**config.mk**
```make
export PLATFORM = sky130hd
export DESIGN_NAME = cdr_loop_ctrl_flat
export DESIGN_NICKNAME = d
export VERILOG_FILES = /design/src/rtl/cdr_loop_ctrl_if.sv /design/src/rtl/cdr_loop_ctrl.sv /design/src/flat_wrapper.sv
export SDC_FILE = /design/constraint.sdc
export NUM_CORES = 1
export LEC_CHECK = 0
export BUFFER_PORTS_ARGS = -buffer_cell sky130_fd_sc_hd__buf_2
export CAP_MARGIN = 20
export CORE_MARGIN = 4
export CORE_UTILIZATION = 35
export DETAILED_ROUTE_END_ITERATION = 10
export MAX_ROUTING_LAYER = met4
export PLACE_DENSITY = 0.47
export SYNTH_ARGS = -nofsm -noshare
export SYNTH_HDL_FRONTEND = slang
export SYNTH_SLANG_ARGS = --single-unit
```
**constraint.sdc**
```tcl
create_clock -name clk -period 4.65 [get_ports clk]
set_input_delay 0.465 -clock clk [delete_from_list [all_inputs] [get_ports clk]]
set_output_delay 0.465 -clock clk [all_outputs]
set_load 0.03 [all_outputs]
```
**src/rtl/cdr_loop_ctrl_if.sv**
```systemverilog
// Vote and loop-filter control bundle between the phase detector, the
// sequencing controller and the bang-bang loop filter.
interface cdr_loop_ctrl_if;
  logic       start;
  logic       abort;
  logic       vld;
  logic       early;
  logic       late;
  logic       lf_rst;
  logic       lf_en;
  logic       lf_r;
  logic       lf_v;
  logic       gear;
  logic       locked;
  logic [1:0] state;

  modport master (
    output start, abort, vld, early, late,
    input  lf_rst, lf_en, lf_r, lf_v, gear, locked, state
  );

  modport slave (
    input  start, abort, vld, early, late,
    output lf_rst, lf_en, lf_r, lf_v, gear, locked, state
  );
endinterface

```
**src/rtl/cdr_loop_ctrl.sv**
```systemverilog
// Bang-bang CDR loop sequencer: clears the loop filter, forwards raw votes in
// acquisition, and gear-shifts to decimated majority votes once lock is seen.
module cdr_loop_ctrl #(
  parameter int WIN        = 64,
  parameter int TRK_DIV    = 4,
  parameter int LOCK_THR   = 8,
  parameter int LOCK_CNT   = 4,
  parameter int UNLOCK_THR = 24
) (
  input logic            clk,
  input logic            rst_n,
  cdr_loop_ctrl_if.slave bus
);

  localparam int WW  = $clog2(WIN);
  localparam int NW  = WW + 2;
  localparam int DCW = $clog2(TRK_DIV);
  localparam int DW  = DCW + 2;
  localparam int QW  = $clog2(LOCK_CNT + 1);

  typedef enum logic [1:0] {
    IDLE  = 2'd0,
    CLEAR = 2'd1,
    ACQ   = 2'd2,
    TRACK = 2'd3
  } state_t;

  state_t                st;
  logic                  lf_rst, lf_en, lf_r, lf_v, gear, locked;
  logic [WW-1:0]         win_cnt;
  logic signed [NW-1:0]  net;
  logic [QW-1:0]         quiet;
  logic [DCW-1:0]        dec_cnt;
  logic signed [DW-1:0]  dec_sum;

  logic signed [NW-1:0]  vote;
  logic signed [NW-1:0]  net_next;
  logic [NW-1:0]         net_abs;
  logic signed [DW-1:0]  dec_next;
  logic                  win_end, dec_end, quiet_win;

  // Both votes high is a tie and contributes nothing to net or decimation.
  always_comb begin
    vote = '0;
    if (bus.early && !bus.late)
      vote = NW'(1);
    else if (bus.late && !bus.early)
      vote = '1;
  end

  assign net_next  = net + vote;
  assign net_abs   = net_next[NW-1] ? -net_next : net_next;
  assign dec_next  = dec_sum + $signed(vote[DW-1:0]);
  assign win_end   = bus.vld && (win_cnt == WW'(WIN - 1));
  assign dec_end   = bus.vld && (dec_cnt == DCW'(TRK_DIV - 1));
  assign quiet_win = (net_abs <= NW'(LOCK_THR));

  always_ff @(posedge clk or negedge rst_n) begin
    if (!rst_n) begin
      st      <= IDLE;
      lf_rst  <= 1'b0;
      lf_en   <= 1'b0;
      lf_r    <= 1'b0;
      lf_v    <= 1'b0;
      gear    <= 1'b0;
      locked  <= 1'b0;
      win_cnt <= '0;
      net     <= '0;
      quiet   <= '0;
      dec_cnt <= '0;
      dec_sum <= '0;
    end else if (bus.abort) begin
      st      <= IDLE;
      lf_rst  <= 1'b0;
      lf_en   <= 1'b0;
      lf_r    <= 1'b0;
      lf_v    <= 1'b0;
      gear    <= 1'b0;
      locked  <= 1'b0;
      win_cnt <= '0;
      net     <= '0;
      quiet   <= '0;
      dec_cnt <= '0;
      dec_sum <= '0;
    end else begin
      lf_rst <= 1'b0;
      lf_en  <= 1'b0;
      lf_r   <= 1'b0;
      lf_v   <= 1'b0;
      case (st)
        IDLE: begin
          if (bus.start) begin
            st     <= CLEAR;
            lf_rst <= 1'b1;
          end
        end
        CLEAR: begin
          st      <= ACQ;
          win_cnt <= '0;
          net     <= '0;
          quiet   <= '0;
          dec_cnt <= '0;
          dec_sum <= '0;
        end
        ACQ: begin
          if (bus.vld) begin
            lf_en <= 1'b1;
            lf_r  <= bus.early;
            lf_v  <= bus.late;
            if (win_end) begin
              win_cnt <= '0;
              net     <= '0;
              if (!quiet_win) begin
                quiet <= '0;
              end else if (quiet == QW'(LOCK_CNT - 1)) begin
                st      <= TRACK;
                gear    <= 1'b1;
                locked  <= 1'b1;
                quiet   <= '0;
                dec_cnt <= '0;
                dec_sum <= '0;
              end else begin
                quiet <= quiet + 1'b1;
              end
            end else begin
              win_cnt <= win_cnt + 1'b1;
              net     <= net_next;
            end
          end
        end
        TRACK: begin
          if (bus.vld) begin
            if (dec_end) begin
              dec_cnt <= '0;
              dec_sum <= '0;
              if (dec_next != '0) begin
                lf_en <= 1'b1;
                lf_r  <= !dec_next[DW-1];
                lf_v  <= dec_next[DW-1];
              end
            end else begin
              dec_cnt <= dec_cnt + 1'b1;
              dec_sum <= dec_next;
            end
            // Losing lock keeps the loop filter state; only the gear drops.
            if (win_end) begin
              win_cnt <= '0;
              net     <= '0;
              if (net_abs > NW'(UNLOCK_THR)) begin
                st      <= ACQ;
                gear    <= 1'b0;
                locked  <= 1'b0;
                quiet   <= '0;
                dec_cnt <= '0;
                dec_sum <= '0;
              end
            end else begin
              win_cnt <= win_cnt + 1'b1;
              net     <= net_next;
            end
          end
        end
        default: st <= IDLE;
      endcase
    end
  end

  assign bus.lf_rst = lf_rst;
  assign bus.lf_en  = lf_en;
  assign bus.lf_r   = lf_r;
  assign bus.lf_v   = lf_v;
  assign bus.gear   = gear;
  assign bus.locked = locked;
  assign bus.state  = st;

endmodule

```
**src/flat_wrapper.sv**
```systemverilog
// flat-port wrapper written by rule: the top's interface ports become plain ports
module cdr_loop_ctrl_flat 
#(
  parameter int WIN        = 64,
  parameter int TRK_DIV    = 4,
  parameter int LOCK_THR   = 8,
  parameter int LOCK_CNT   = 4,
  parameter int UNLOCK_THR = 24
)
  (clk, rst_n, bus_start, bus_abort, bus_vld, bus_early, bus_late, bus_lf_rst, bus_lf_en, bus_lf_r, bus_lf_v, bus_gear, bus_locked, bus_state);
  cdr_loop_ctrl_if bus_i ();
  input logic clk;
  input logic rst_n;
  input wire logic [$bits(bus_i.start)-1:0] bus_start;
  input wire logic [$bits(bus_i.abort)-1:0] bus_abort;
  input wire logic [$bits(bus_i.vld)-1:0] bus_vld;
  input wire logic [$bits(bus_i.early)-1:0] bus_early;
  input wire logic [$bits(bus_i.late)-1:0] bus_late;
  output wire logic [$bits(bus_i.lf_rst)-1:0] bus_lf_rst;
  output wire logic [$bits(bus_i.lf_en)-1:0] bus_lf_en;
  output wire logic [$bits(bus_i.lf_r)-1:0] bus_lf_r;
  output wire logic [$bits(bus_i.lf_v)-1:0] bus_lf_v;
  output wire logic [$bits(bus_i.gear)-1:0] bus_gear;
  output wire logic [$bits(bus_i.locked)-1:0] bus_locked;
  output wire logic [$bits(bus_i.state)-1:0] bus_state;
  assign bus_i.start = bus_start;
  assign bus_i.abort = bus_abort;
  assign bus_i.vld = bus_vld;
  assign bus_i.early = bus_early;
  assign bus_i.late = bus_late;
  assign bus_lf_rst = bus_i.lf_rst;
  assign bus_lf_en = bus_i.lf_en;
  assign bus_lf_r = bus_i.lf_r;
  assign bus_lf_v = bus_i.lf_v;
  assign bus_gear = bus_i.gear;
  assign bus_locked = bus_i.locked;
  assign bus_state = bus_i.state;
  cdr_loop_ctrl #(.WIN(WIN), .TRK_DIV(TRK_DIV), .LOCK_THR(LOCK_THR), .LOCK_CNT(LOCK_CNT), .UNLOCK_THR(UNLOCK_THR)) u_core (.clk(clk), .rst_n(rst_n), .bus(bus_i));
endmodule
```
==> metrics.txt <==
# TYPE chip_impl_metric gauge
chip_impl_metric{name="avgRoutedWirePerCell",unit="um"} 16.2
chip_impl_metric{name="grt_pass1_vias",unit=""} 1849
chip_impl_metric{name="cp_slowest_stage_delay",unit="ps"} 520
chip_impl_metric{name="cts_resized",unit=""} 0
chip_impl_metric{name="total_congestion_overflow_after_global_routing",unit=""} 0
chip_impl_metric{name="synth.avg_cell_area",unit="um2"} 8.93
chip_impl_metric{name="final_hpwl_from_detailed_placement",unit="um"} 4250
chip_impl_metric{name="arrival_worst_endpoint",unit="ps"} 4070
chip_impl_metric{name="core.rowCount",unit=""} 29
chip_impl_metric{name="route.detailed.vias_per_inst",unit=""} 5.70
chip_impl_metric{name="syn_to_final_growth",unit="%"} 7.69
chip_impl_metric{name="fp.coreArea",unit="mm2"} 0.00646
chip_impl_metric{name="drcViolationCount",unit=""} 0
chip_impl_metric{name="post-place-cells",unit=""} 343
chip_impl_metric{name="critPathBufInv",unit=""} 2
chip_impl_metric{name="grt.total_usage",unit="%"} 14.8
chip_impl_metric{name="timing.critical_path.fanout_max",unit=""} 7
chip_impl_metric{name="synthesis.area",unit="mm2"} 0.00236
chip_impl_metric{name="synth_edf_count",unit=""} 0
chip_impl_metric{name="post_layout_nonfiller_instances",unit=""} 350
chip_impl_metric{name="placement.cell_area",unit="mm2"} 0.00246
chip_impl_metric{name="clock_tree.buffer_depth",unit=""} 2
chip_impl_metric{name="timing.critical_path.required",unit="ps"} 4810
chip_impl_info{name="timing.critical_path.max_delay_family",value="simple AND/OR/NAND/NOR gates"} 1
chip_impl_info{name="worst_r2r_endpoint",value="u_core.dec_sum[3]"} 1
chip_impl_metric{name="final_area",unit="mm2"} 0.00254
chip_impl_metric{name="clock_tree.htree_level_count",unit=""} 2
chip_impl_metric{name="synth_cell_types",unit=""} 68
chip_impl_metric{name="grt_max_degree",unit=""} 31
chip_impl_metric{name="worstSkewPairLatency",unit="ps"} 280
chip_impl_info{name="worstPathCellList",value="buf_2 -> ha_1 -> inv_1 -> ha_1 -> ha_1 -> or4bb_1 -> nand4_1 -> xor2_1 -> or2_1 -> or4b_4 -> o21ai_4 -> o211ai_4 -> a21oi_4 -> mux2_4"} 1
chip_impl_metric{name="path_clk_slew",unit="ps"} 70
chip_impl_metric{name="final_layout_size_suffix_gt1_share",unit="%"} 15.8
chip_impl_metric{name="post_synthesis_net_count",unit=""} 282
chip_impl_info{name="worstReg2RegStart",value="u_core.net[1]"} 1
chip_impl_metric{name="clkSinkCount",unit=""} 30
chip_impl_metric{name="p_leak",unit="nW"} 1.20
chip_impl_info{name="root_buffer",value="clkbuf_8"} 1
chip_impl_metric{name="cts_post_setup_buffers_inserted",unit=""} 0
chip_impl_metric{name="synth-async-reset-ratio",unit="%"} 100
chip_impl_info{name="worstSetupStartpointType",value="primary input"} 1
chip_impl_info{name="outcome",value="complete, no violations"} 1
chip_impl_metric{name="max_clock_freq",unit="MHz"} 256
chip_impl_info{name="end_kind",value="flop"} 1
chip_impl_metric{name="finalWirelength",unit="um"} 5670
chip_impl_metric{name="boundaryPins",unit=""} 15
chip_impl_metric{name="final-hold-violation-count",unit=""} 0
chip_impl_metric{name="final-setup-viol-count",unit=""} 0
chip_impl_metric{name="max-cap-violations",unit=""} 0
chip_impl_metric{name="antenna_left",unit=""} 0
chip_impl_metric{name="timing.setup.tns",unit="ps"} 0
chip_impl_metric{name="vias",unit=""} 1994
chip_impl_metric{name="timing.clock.skew",unit="ps"} 8.81
chip_impl_metric{name="globalplace.congestion",unit=""} 0.834
chip_impl_metric{name="yosysWarningCount",unit=""} 0
chip_impl_info{name="final_common_cell",value="dfrtp_1"} 1
chip_impl_metric{name="die-area",unit="mm2"} 0.00812
chip_impl_metric{name="antenna_violations_before_repair",unit=""} 0
chip_impl_metric{name="drt_first_pass_iters",unit=""} 4
chip_impl_info{name="hold_class",value="in2async"} 1
chip_impl_metric{name="final.period_utilization",unit="%"} 83.9
chip_impl_metric{name="die_y",unit="um"} 90.1
chip_impl_metric{name="synthesis.instances",unit=""} 264
chip_impl_info{name="crit_path_frequent_cell",value="ha_1"} 1
chip_impl_info{name="tritoncts",value="yes"} 1
chip_impl_metric{name="largest_vdd_supply_drop",unit="mV"} 0.104
chip_impl_metric{name="number_of_buffers_inserted_by_port_buffering",unit=""} 14
chip_impl_metric{name="report.final.slew_viol_count",unit=""} 0
chip_impl_metric{name="slew_headroom",unit="%"} 31.3
chip_impl_metric{name="initial_utilization",unit="%"} 36.5
chip_impl_metric{name="layout.nets",unit=""} 291
chip_impl_metric{name="synth.ff_latch_count",unit=""} 30
chip_impl_metric{name="reg2regPathDepth",unit=""} 11
chip_impl_metric{name="cts_buffers",unit=""} 5
chip_impl_info{name="setup.worst_path.class",value="in2reg"} 1
chip_impl_metric{name="chipWidth",unit="um"} 90.1
chip_impl_metric{name="timing.reg2reg.setup_slack",unit="ps"} 960
chip_impl_info{name="worst_path_max_delay_cell",value="or4b_4"} 1
chip_impl_metric{name="timing.final.crit_period",unit="ps"} 3900
chip_impl_metric{name="n_antenna_cell",unit=""} 0
chip_impl_metric{name="yosysSeqAreaShare",unit="%"} 31.8
chip_impl_metric{name="ctsHoldBuffers",unit=""} 0
chip_impl_metric{name="tightest_slew",unit="ps"} 1030
chip_impl_info{name="layout_common_cells",value="dfrtp_1 (30), nor2_1 (28), a21oi_1 (19)"} 1
chip_impl_metric{name="grt_pass1_wl",unit="um"} 9630
chip_impl_info{name="rsz0062_at_grt",value="no"} 1
chip_impl_metric{name="detail_route.iter0.violations",unit=""} 104
chip_impl_metric{name="power_density",unit="mW/mm2"} 249
chip_impl_info{name="synth_ff_type",value="dfrtp_1"} 1
cells by family (layout without fill, tap and decap cells):
family                   after synthesis  in the layout  share of synthesized area (%)
adder cells (fa/ha/maj)               11             11                           5.84
AND/OR/NAND/NOR                       99             99                           23.0
multiplexers                          10             10                           5.68
XOR/XNOR                              14             14                           5.20
flip-flops                            30             30                           31.8
AO/OA/AOI/OAI                         76             76                           23.7
buffers and inverters                 24             33                           4.77
worst max path at each step:
stage	start	to	slack (ps)	cells after the start
floorplan	bus_early	u_core.dec_cnt[0]	680	15
global placement	bus_late	u_core.dec_sum[3]	470	14
detailed placement	bus_late	u_core.dec_cnt[0]	430	14
CTS	bus_late	u_core.dec_cnt[0]	740	14
global route	bus_late	u_core.quiet[0]	430	14
finish	bus_late	u_core.dec_sum[3]	750	14
worst register-to-register path, delay by kind of cell (launching register included):
family | cells | cell delay (ps)
AOI/OAI and AO/OA | 3 | 650
and+or+nand+nor | 4 | 1430
adders and majority gates | 1 | 200
DFF | 1 | 580
xor gates and xnor gates | 2 | 390
muxes | 1 | 330
power by group:
group          internal (W)  switching, W
Sequential         0.000267     0.0000123
Combinational     0.0000581     0.0000978
Clock              0.000100     0.0000972
synthesized netlist by cell type (4+ instances only):
cell type / n / area share, %
clkbuf_1: 6 / 0.95
xor2_1: 9 / 3.3
a21oi_1: 19 / 4.0
mux2_4: 6 / 3.8
xnor2_1: 5 / 1.9
o21ai_0: 13 / 2.8
dfrtp_1: 30 / 32
a22o_1: 7 / 2.6
ha_1: 11 / 5.8
nor2_1: 28 / 4.5
and3_1: 5 / 1.3
nor3_1: 9 / 1.9
nand2_1: 17 / 2.7
inv_1: 11 / 1.8
nand4_1: 4 / 1.1
nand3_1: 5 / 1.1
area by class of cell:
| cell class | instances | area, um2 |
|---|---|---|
| Tap cell | 77 | 96.3 |
| Fill cell | 651 | 3920 |
| Clock inverter | 2 | 10.0 |
| Inverter | 11 | 41.3 |
| Timing Repair Buffer | 15 | 77.6 |
| Sequential cell | 30 | 751 |
| Multi-Input combinational cell | 210 | 1500 |
| Clock buffer | 5 | 68.8 |
flip-flops by register name, summed over array words and instances, names as in the netlist, 2 cells and up:
name / cells
u_core.dec_cnt: 2
u_core.net: 8
u_core.quiet: 3
u_core.win_cnt: 6
u_core.dec_sum: 4
u_core.bus.state: 2
per-stage QoR:
stage / utilization [%] / worst slack [ps] / hold WS (ps) / total power, W
final: 39.3 / 747 / 239 / 0.000633
after detailed placement: 38.1 / 434 / 493 / 0.000441
after global routing: 39.3 / 428 / 297 / 0.000674
after global placement: 38.1 / 473 / 487 / 0.000443
after floorplan: - / 678 / 169 / 0.000404
after CTS: 39.3 / 737 / 258 / 0.000643
per-layer routing:
| layer | part of all wire, % | routed length (um) | vias up | GRT usage (%) |
|---|---|---|---|---|
| met5 | 0 | 0 | - | - |
| met4 | 0.49 | 28 | 0 | 2.68 |
| met3 | 2.5 | 143 | 4 | 2.92 |
| met2 | 45 | 2530 | 29 | 22.1 |
| met1 | 52 | 2970 | 969 | 21.1 |
| li1 | - | - | 992 | - |
Power figures use the tool's default switching activity.
